==> src/rtl/peak_dpu_pkg.sv <==
// Shared definitions for the peak_dpu issue stage: unit indices, stall encodings, widths.
package peak_dpu_pkg;
    localparam int NUNIT  = 5;
    localparam int NREG   = 32;
    localparam int FN_W   = 4;

    localparam int U_ALU  = 0;
    localparam int U_MUL  = 1;
    localparam int U_DIV  = 2;
    localparam int U_LS   = 3;
    localparam int U_BR   = 4;

    typedef enum logic [1:0] {
        STALL_NONE = 2'd0,
        STALL_HAZ  = 2'd1,
        STALL_BUSY = 2'd2,
        STALL_LS   = 2'd3
    } stall_e;
endpackage

==> src/rtl/peak_dpu_iss_sb.sv <==
// GPR pending-write scoreboard with same-cycle writeback bypass into the hazard lookup.
module peak_dpu_iss_sb
    import peak_dpu_pkg::*;
(
    input  logic        clk,
    input  logic        rst_n,
    input  logic        wb0_vld,
    input  logic [4:0]  wb0_addr,
    input  logic        wb1_vld,
    input  logic [4:0]  wb1_addr,
    input  logic        set_vld,
    input  logic [4:0]  set_addr,
    input  logic        kill_vld,
    input  logic [4:0]  kill_addr,
    input  logic [2:0]  rd_vld,
    input  logic [14:0] rd_addr,
    input  logic        wr_vld,
    input  logic [4:0]  wr_addr,
    output logic        haz
);
    logic [NREG-1:0] pend_q, pend_d;
    logic [NREG-1:0] clr_mask, set_mask, kill_mask, pend_eff;

    always_comb begin
        clr_mask  = '0;
        set_mask  = '0;
        kill_mask = '0;
        if (wb0_vld)  clr_mask[wb0_addr]  = 1'b1;
        if (wb1_vld)  clr_mask[wb1_addr]  = 1'b1;
        if (set_vld)  set_mask[set_addr]  = 1'b1;
        if (kill_vld) kill_mask[kill_addr] = 1'b1;
        clr_mask[0]  = 1'b0;
        set_mask[0]  = 1'b0;
        kill_mask[0] = 1'b0;
        pend_eff = pend_q & ~clr_mask;
        // set last so a same-cycle writeback of the new destination cannot drop it
        pend_d   = (pend_eff & ~kill_mask) | set_mask;
    end

    always_comb begin
        haz = 1'b0;
        for (int i = 0; i < 3; i++) begin
            if (rd_vld[i] && (rd_addr[i*5 +: 5] != 5'd0) && pend_eff[rd_addr[i*5 +: 5]])
                haz = 1'b1;
        end
        if (wr_vld && (wr_addr != 5'd0) && pend_eff[wr_addr])
            haz = 1'b1;
    end

    always_ff @(posedge clk or negedge rst_n) begin
        if (!rst_n) pend_q <= '0;
        else        pend_q <= pend_d;
    end
endmodule

==> src/rtl/peak_dpu_iss.sv <==
// Single-issue scheduler: hazard-checked accept into a one-entry issue register,
// valid/ready dispatch to the execution units, and bounded outstanding load/store count.
module peak_dpu_iss
    import peak_dpu_pkg::*;
#(
    parameter int LS_MAX_OUTST = 2
) (
    input  logic            clk,
    input  logic            rst_n,
    input  logic            flush,
    input  logic            instr0_vld,
    output logic            instr0_rdy,
    input  logic [4:0]      instr0_unit,
    input  logic [FN_W-1:0] instr0_fn,
    input  logic [2:0]      instr0_rd_vld,
    input  logic [14:0]     instr0_rd_addr,
    input  logic            instr0_wr_vld,
    input  logic [4:0]      instr0_wr_addr,
    input  logic [31:0]     instr0_imm,
    input  logic            instr0_use_imm,
    output logic            iss_vld,
    output logic [4:0]      iss_unit,
    output logic [FN_W-1:0] iss_fn,
    output logic [14:0]     iss_rd_addr,
    output logic            iss_wr_vld,
    output logic [4:0]      iss_wr_addr,
    output logic [31:0]     iss_imm,
    output logic            iss_use_imm,
    input  logic [4:0]      unit_rdy,
    input  logic            wb0_vld,
    input  logic [4:0]      wb0_addr,
    input  logic            wb1_vld,
    input  logic [4:0]      wb1_addr,
    input  logic            ls_done,
    output logic [1:0]      stall_cause
);
    logic            iss_vld_q, iss_vld_d;
    logic [4:0]      iss_unit_q, iss_unit_d;
    logic [FN_W-1:0] iss_fn_q, iss_fn_d;
    logic [14:0]     iss_rd_addr_q, iss_rd_addr_d;
    logic            iss_wr_vld_q, iss_wr_vld_d;
    logic [4:0]      iss_wr_addr_q, iss_wr_addr_d;
    logic [31:0]     iss_imm_q, iss_imm_d;
    logic            iss_use_imm_q, iss_use_imm_d;
    logic [2:0]      ls_cnt_q, ls_cnt_d;
    stall_e          stall_q, stall_d;

    logic       iss_fire, slot_free, haz, ls_block, accept, kill_vld, ls_inc, ls_dec;
    logic [3:0] ls_pend;

    assign iss_fire   = iss_vld_q & |(iss_unit_q & unit_rdy);
    assign slot_free  = ~iss_vld_q | iss_fire;
    // the held LS op counts against the limit before it has actually fired
    assign ls_pend    = {1'b0, ls_cnt_q} + {3'b000, iss_vld_q & iss_unit_q[U_LS]};
    assign ls_block   = instr0_unit[U_LS] & (ls_pend >= 4'(LS_MAX_OUTST));
    assign instr0_rdy = slot_free & ~haz & ~ls_block & ~flush;
    assign accept     = instr0_vld & instr0_rdy;
    assign kill_vld   = flush & iss_vld_q & ~iss_fire & iss_wr_vld_q;
    assign ls_inc     = iss_fire & iss_unit_q[U_LS];
    assign ls_dec     = ls_done & (ls_cnt_q != 3'd0);

    peak_dpu_iss_sb u_sb (
        .clk      (clk),
        .rst_n    (rst_n),
        .wb0_vld  (wb0_vld),
        .wb0_addr (wb0_addr),
        .wb1_vld  (wb1_vld),
        .wb1_addr (wb1_addr),
        .set_vld  (accept & instr0_wr_vld),
        .set_addr (instr0_wr_addr),
        .kill_vld (kill_vld),
        .kill_addr(iss_wr_addr_q),
        .rd_vld   (instr0_rd_vld),
        .rd_addr  (instr0_rd_addr),
        .wr_vld   (instr0_wr_vld),
        .wr_addr  (instr0_wr_addr),
        .haz      (haz)
    );

    always_comb begin
        iss_vld_d     = iss_vld_q;
        iss_unit_d    = iss_unit_q;
        iss_fn_d      = iss_fn_q;
        iss_rd_addr_d = iss_rd_addr_q;
        iss_wr_vld_d  = iss_wr_vld_q;
        iss_wr_addr_d = iss_wr_addr_q;
        iss_imm_d     = iss_imm_q;
        iss_use_imm_d = iss_use_imm_q;
        if (flush) begin
            iss_vld_d = 1'b0;
        end else if (accept) begin
            iss_vld_d     = 1'b1;
            iss_unit_d    = instr0_unit;
            iss_fn_d      = instr0_fn;
            iss_rd_addr_d = instr0_rd_addr;
            iss_wr_vld_d  = instr0_wr_vld;
            iss_wr_addr_d = instr0_wr_addr;
            iss_imm_d     = instr0_imm;
            iss_use_imm_d = instr0_use_imm;
        end else if (iss_fire) begin
            iss_vld_d = 1'b0;
        end
    end

    always_comb begin
        ls_cnt_d = ls_cnt_q;
        if (ls_inc && !ls_dec)      ls_cnt_d = ls_cnt_q + 3'd1;
        else if (!ls_inc && ls_dec) ls_cnt_d = ls_cnt_q - 3'd1;
    end

    always_comb begin
        stall_d = STALL_NONE;
        if (instr0_vld && !instr0_rdy) begin
            if (haz)           stall_d = STALL_HAZ;
            else if (ls_block) stall_d = STALL_LS;
            else               stall_d = STALL_BUSY;
        end
    end

    always_ff @(posedge clk or negedge rst_n) begin
        if (!rst_n) begin
            iss_vld_q     <= 1'b0;
            iss_unit_q    <= '0;
            iss_fn_q      <= '0;
            iss_rd_addr_q <= '0;
            iss_wr_vld_q  <= 1'b0;
            iss_wr_addr_q <= '0;
            iss_imm_q     <= '0;
            iss_use_imm_q <= 1'b0;
            ls_cnt_q      <= '0;
            stall_q       <= STALL_NONE;
        end else begin
            iss_vld_q     <= iss_vld_d;
            iss_unit_q    <= iss_unit_d;
            iss_fn_q      <= iss_fn_d;
            iss_rd_addr_q <= iss_rd_addr_d;
            iss_wr_vld_q  <= iss_wr_vld_d;
            iss_wr_addr_q <= iss_wr_addr_d;
            iss_imm_q     <= iss_imm_d;
            iss_use_imm_q <= iss_use_imm_d;
            ls_cnt_q      <= ls_cnt_d;
            stall_q       <= stall_d;
        end
    end

    assign iss_vld     = iss_vld_q;
    assign iss_unit    = iss_unit_q;
    assign iss_fn      = iss_fn_q;
    assign iss_rd_addr = iss_rd_addr_q;
    assign iss_wr_vld  = iss_wr_vld_q;
    assign iss_wr_addr = iss_wr_addr_q;
    assign iss_imm     = iss_imm_q;
    assign iss_use_imm = iss_use_imm_q;
    assign stall_cause = stall_q;
endmodule

==> config.mk <==
export PLATFORM = sky130hd
export DESIGN_NAME = peak_dpu_iss
export DESIGN_NICKNAME = d
export VERILOG_FILES = /design/src/rtl/peak_dpu_pkg.sv /design/src/rtl/peak_dpu_iss_sb.sv /design/src/rtl/peak_dpu_iss.sv
export SDC_FILE = /design/constraint.sdc
export NUM_CORES = 1
export LEC_CHECK = 0
export BUFFER_PORTS_ARGS = -buffer_cell sky130_fd_sc_hd__buf_2
export CAP_MARGIN = 20
export CORE_UTILIZATION = 55
export CTS_BUF_LIST = sky130_fd_sc_hd__clkbuf_2
export CTS_CLUSTER_SIZE = 16
export DETAILED_ROUTE_END_ITERATION = 10
export GPL_TIMING_DRIVEN = 0
export MAX_ROUTING_LAYER = met4
export PLACE_DENSITY = 0.83
export REMOVE_ABC_BUFFERS = 1
export SETUP_SLACK_MARGIN = 0.2
export SLEW_MARGIN = 30
export SYNTH_ARGS = -nofsm -noshare
export SYNTH_HDL_FRONTEND = slang
export SYNTH_HIERARCHICAL = 1
export SYNTH_SLANG_ARGS = --single-unit
==> constraint.sdc <==
create_clock -name clk -period 4.68 [get_ports clk]
set_input_delay 0.936 -clock clk [delete_from_list [all_inputs] [get_ports clk]]
set_output_delay 0.936 -clock clk [all_outputs]
set_load 0.01 [all_outputs]
==> out/results.txt <==
Max_slew headroom = 0.617
Seq pwr share = 0.433
Initial Util = 0.571
PwrDens = 399 nW/um^2
Io pins = 155
Ys flop type = dfrtp_1
Top post-synthesis cells by area = dfrtp_1 (42%), mux2_4 (12%), o221ai_1 (4.1%)
Final Cycle Share = 1.02
Worst setup path category = in2out
Die W = 106 um
Mapped Cells = 541
Clk_lat worst skew = 610 ps
Setup ws final = -76.7 ps
Worst hold path type = in2async
Initial antenna violation count = 1
Syn. warnings = 6
Min cycle time layout = 4760 ps
CTS sink count = 100
CTS tree = yes
Core ar. = 10400 um^2
Drt pass-1 iters = 8
Vias in the first global route = 5718
Seq/Total Area, Yosys = 0.421
DRT iter0 DRCs = 866
Max-cap violation count = 0
Number of CTS-inserted buffers = 9
H-tree depth = 3
Post-synth top area share = 0.421
Yosys top cell by area = dfrtp_1
First-pass GRT wire length = 31.6 mm
Worst-path clk slew = 330 ps
Slew Limit Fails = 0
Worst path required time = 3740 ps
GPL Wtd Cong = 0.983
Average size of a mapped cell = 11.0 um^2
Internal = 0.00201 W
P_sw = 0.00125 W
WL per Instance = 24.9 um
Tot Pwr = 0.00326 W
Switching Fraction = 0.382
Clock tree root buffer cell = clkbuf_2
Element type at the critical path start = input port
Area grow syn2layout = 37.5%
DRC viols = 0
Skew final = 41.9 ps
Total track usage = 0.383
Drt via density = 6.79
CP Max Fanout = 8
Largest net degree at the start of global routing = 60
Total grt overflow = 0
Drt total wl = 22.3 mm
RSZ-0062 raised after global routing = true
Post-synth ARST share = 1.00
CP arrival = 3820 ps
Port bufs = 154
Final ANT Viol Nets = 0
Die area = 11200 um^2
Finish-stage setup viols = 4
Worst-Margin Slew = 572 ps
Clk pwr share = 0.131
Share of layout cells above drive strength 1 = 0.500
Run status = finished, violations left
Core Rows = 37
Combinational Power Share = 0.436
Fin nets = 849
Critical path capture point type = output port
Fin. Hold Viols = 0
Peak VDD IR = 0.000322 V
Area of the mapped netlist = 5950 um^2
DP Worst Slack = -1800 ps
Via count = 6106
Post-synth cell types = 61
Yosys reg bits = 100
CTS Hold Bufs = 0
Post-DP HPWL = 13.0 mm
Number of synthesized flops with an enable pin = 0
Fmax = 210 MHz
Leak pwr = 3.51 nW
Failing checks = setup timing
Die Span Y = 106 um
Clock Path Buffers = 2
[cell usage after synthesis (3+ instances only)]
master and n:
o31ai_1 3, nand3b_1 20, nand4_1 4, dfrtp_1 100
nor3_1 15, o21ai_0 6, mux2_4 48, clkbuf_1 16
a21oi_1 4, nor3b_1 6, or3_1 6, o221ai_2 4
nand2b_1 5, o221ai_1 28, ha_1 3, buf_6 6
mux2_2 19, nor2_1 61, a31oi_1 3, mux4_2 6
a22oi_1 6, mux2i_1 17, o22ai_1 34, and2_1 5
inv_1 8, o41ai_1 3, or3b_2 6, nand3_1 19
nand2_1 24, or3b_1 7, a211oi_1 9, and3_1 3
[state kept, by name (all words and copies together), names as in the netlist]
name	flops
iss_use_imm	1
iss_imm	32
u_sb/pend_q	31
iss_wr_addr	5
iss_vld	1
ls_cnt_q	3
iss_unit	5
iss_fn	4
iss_wr_vld	1
stall_cause	2
iss_rd_addr	15
[through the flow]
stage / TNS (ps) / hold WS, ps / util / cell area (um^2) / cells
after floorplan: -519600 / 480 / - / 5800 / 516
after global placement: -774380 / 484 / 0.647 / 6740 / 806
after detailed placement: -91020 / 486 / 0.659 / 6860 / 817
after CTS: 0 / 190 / 0.741 / 7710 / 861
after global routing: -83.2 / 120 / 0.785 / 8180 / 899
final: -110 / 162 / 0.785 / 8180 / 899
[timing repair]
| action | in CTS | in global routing |
|---|---|---|
| endpoints found under the setup margin | 90 | 21 |
| setup buffers | 28 | 37 |
| pin swaps | 15 | 13 |
| resized for setup | 75 | 31 |
[critical path, cell delays in order]
cell	delay [ps]
buf_2	160
or3_1	570
o221ai_4	380
mux2i_1	130
a211oi_1	330
o21ai_0	200
o311ai_2	160
nand4_1	280
a21oi_2	220
nor4b_4	260
buf_2	180
[routing by layer]
metal  track usage  up-vias  wire length [um]
met2         0.588      504             10300
met4         0.156        0              1230
li1              -     2531                 -
met5             -        -                 0
met1         0.489     2938              8230
met3        0.0920      133              2610
[power groups by stage]
| stage | combinational [W] | clock, W | sequential, W |
|---|---|---|---|
| CTS | 0.00133 | 0.000417 | 0.00140 |
| floorplan | 0.000635 | 0 | 0.00151 |
| finish | 0.00142 | 0.000428 | 0.00141 |
| detailed placement | 0.00126 | 0 | 0.00140 |
| global placement | 0.00124 | 0 | 0.00139 |
| global route | 0.00150 | 0.000471 | 0.00144 |
[layout by cell type, fill, tap and decap left out, types with 8 or more instances in the layout]
cell      count
nand2_1      23
dfrtp_1     100
or3b_4        9
nand3_1      14
mux2_2       19
nor2_1       61
nand3b_1     20
o221ai_4     29
buf_4        67
mux2_4       48
clkbuf_2      9
o22ai_1      33
buf_2       149
nor3_1       12
inv_1         8
mux2i_1      17
a211oi_1      9
[area by class of cell]
cell class              instances  area, um^2
repair buffers                230        1470
fillers                       633        2240
clock buffers                   9        45.0
diodes                          1        2.50
multi-input cells             406        3880
clock inverters                 7        70.1
inverters                      10        37.5
flip-flops and latches        100        2500
well taps                     136         170
[cell families (layout without fill, tap and decap cells)]
logic type / count (synthesis) / in the layout / share of synthesized area
AOI/OAI and AO/OA: 122 / 122 / 0.161
xor gates and xnor gates: 3 / 3 / 0.00442
adders and majority gates: 4 / 4 / 0.00968
buffers and inverters: 35 / 256 / 0.0307
DFF: 100 / 100 / 0.421
muxes: 90 / 90 / 0.208
other: 0 / 1 / 0
and+or+nand+nor: 187 / 187 / 0.165
[worst paths after layout]
check	start	end	slack, ps	cells past startpoint
setup / recovery	wb0_addr[2]	instr0_rdy	-80	11
hold / removal	rst_n	u_sb/pend_q[26]	160	1
setup reg to reg	u_sb/pend_q[14]	iss_imm[7]	510	20
hold reg to reg	iss_rd_addr[14]	iss_rd_addr[14]	540	1
max in group asynchronous	rst_n	iss_unit[3]	3840	2
min in group clk	instr0_imm[8]	iss_imm[8]	520	2
(Power assumes the default switching activity.)
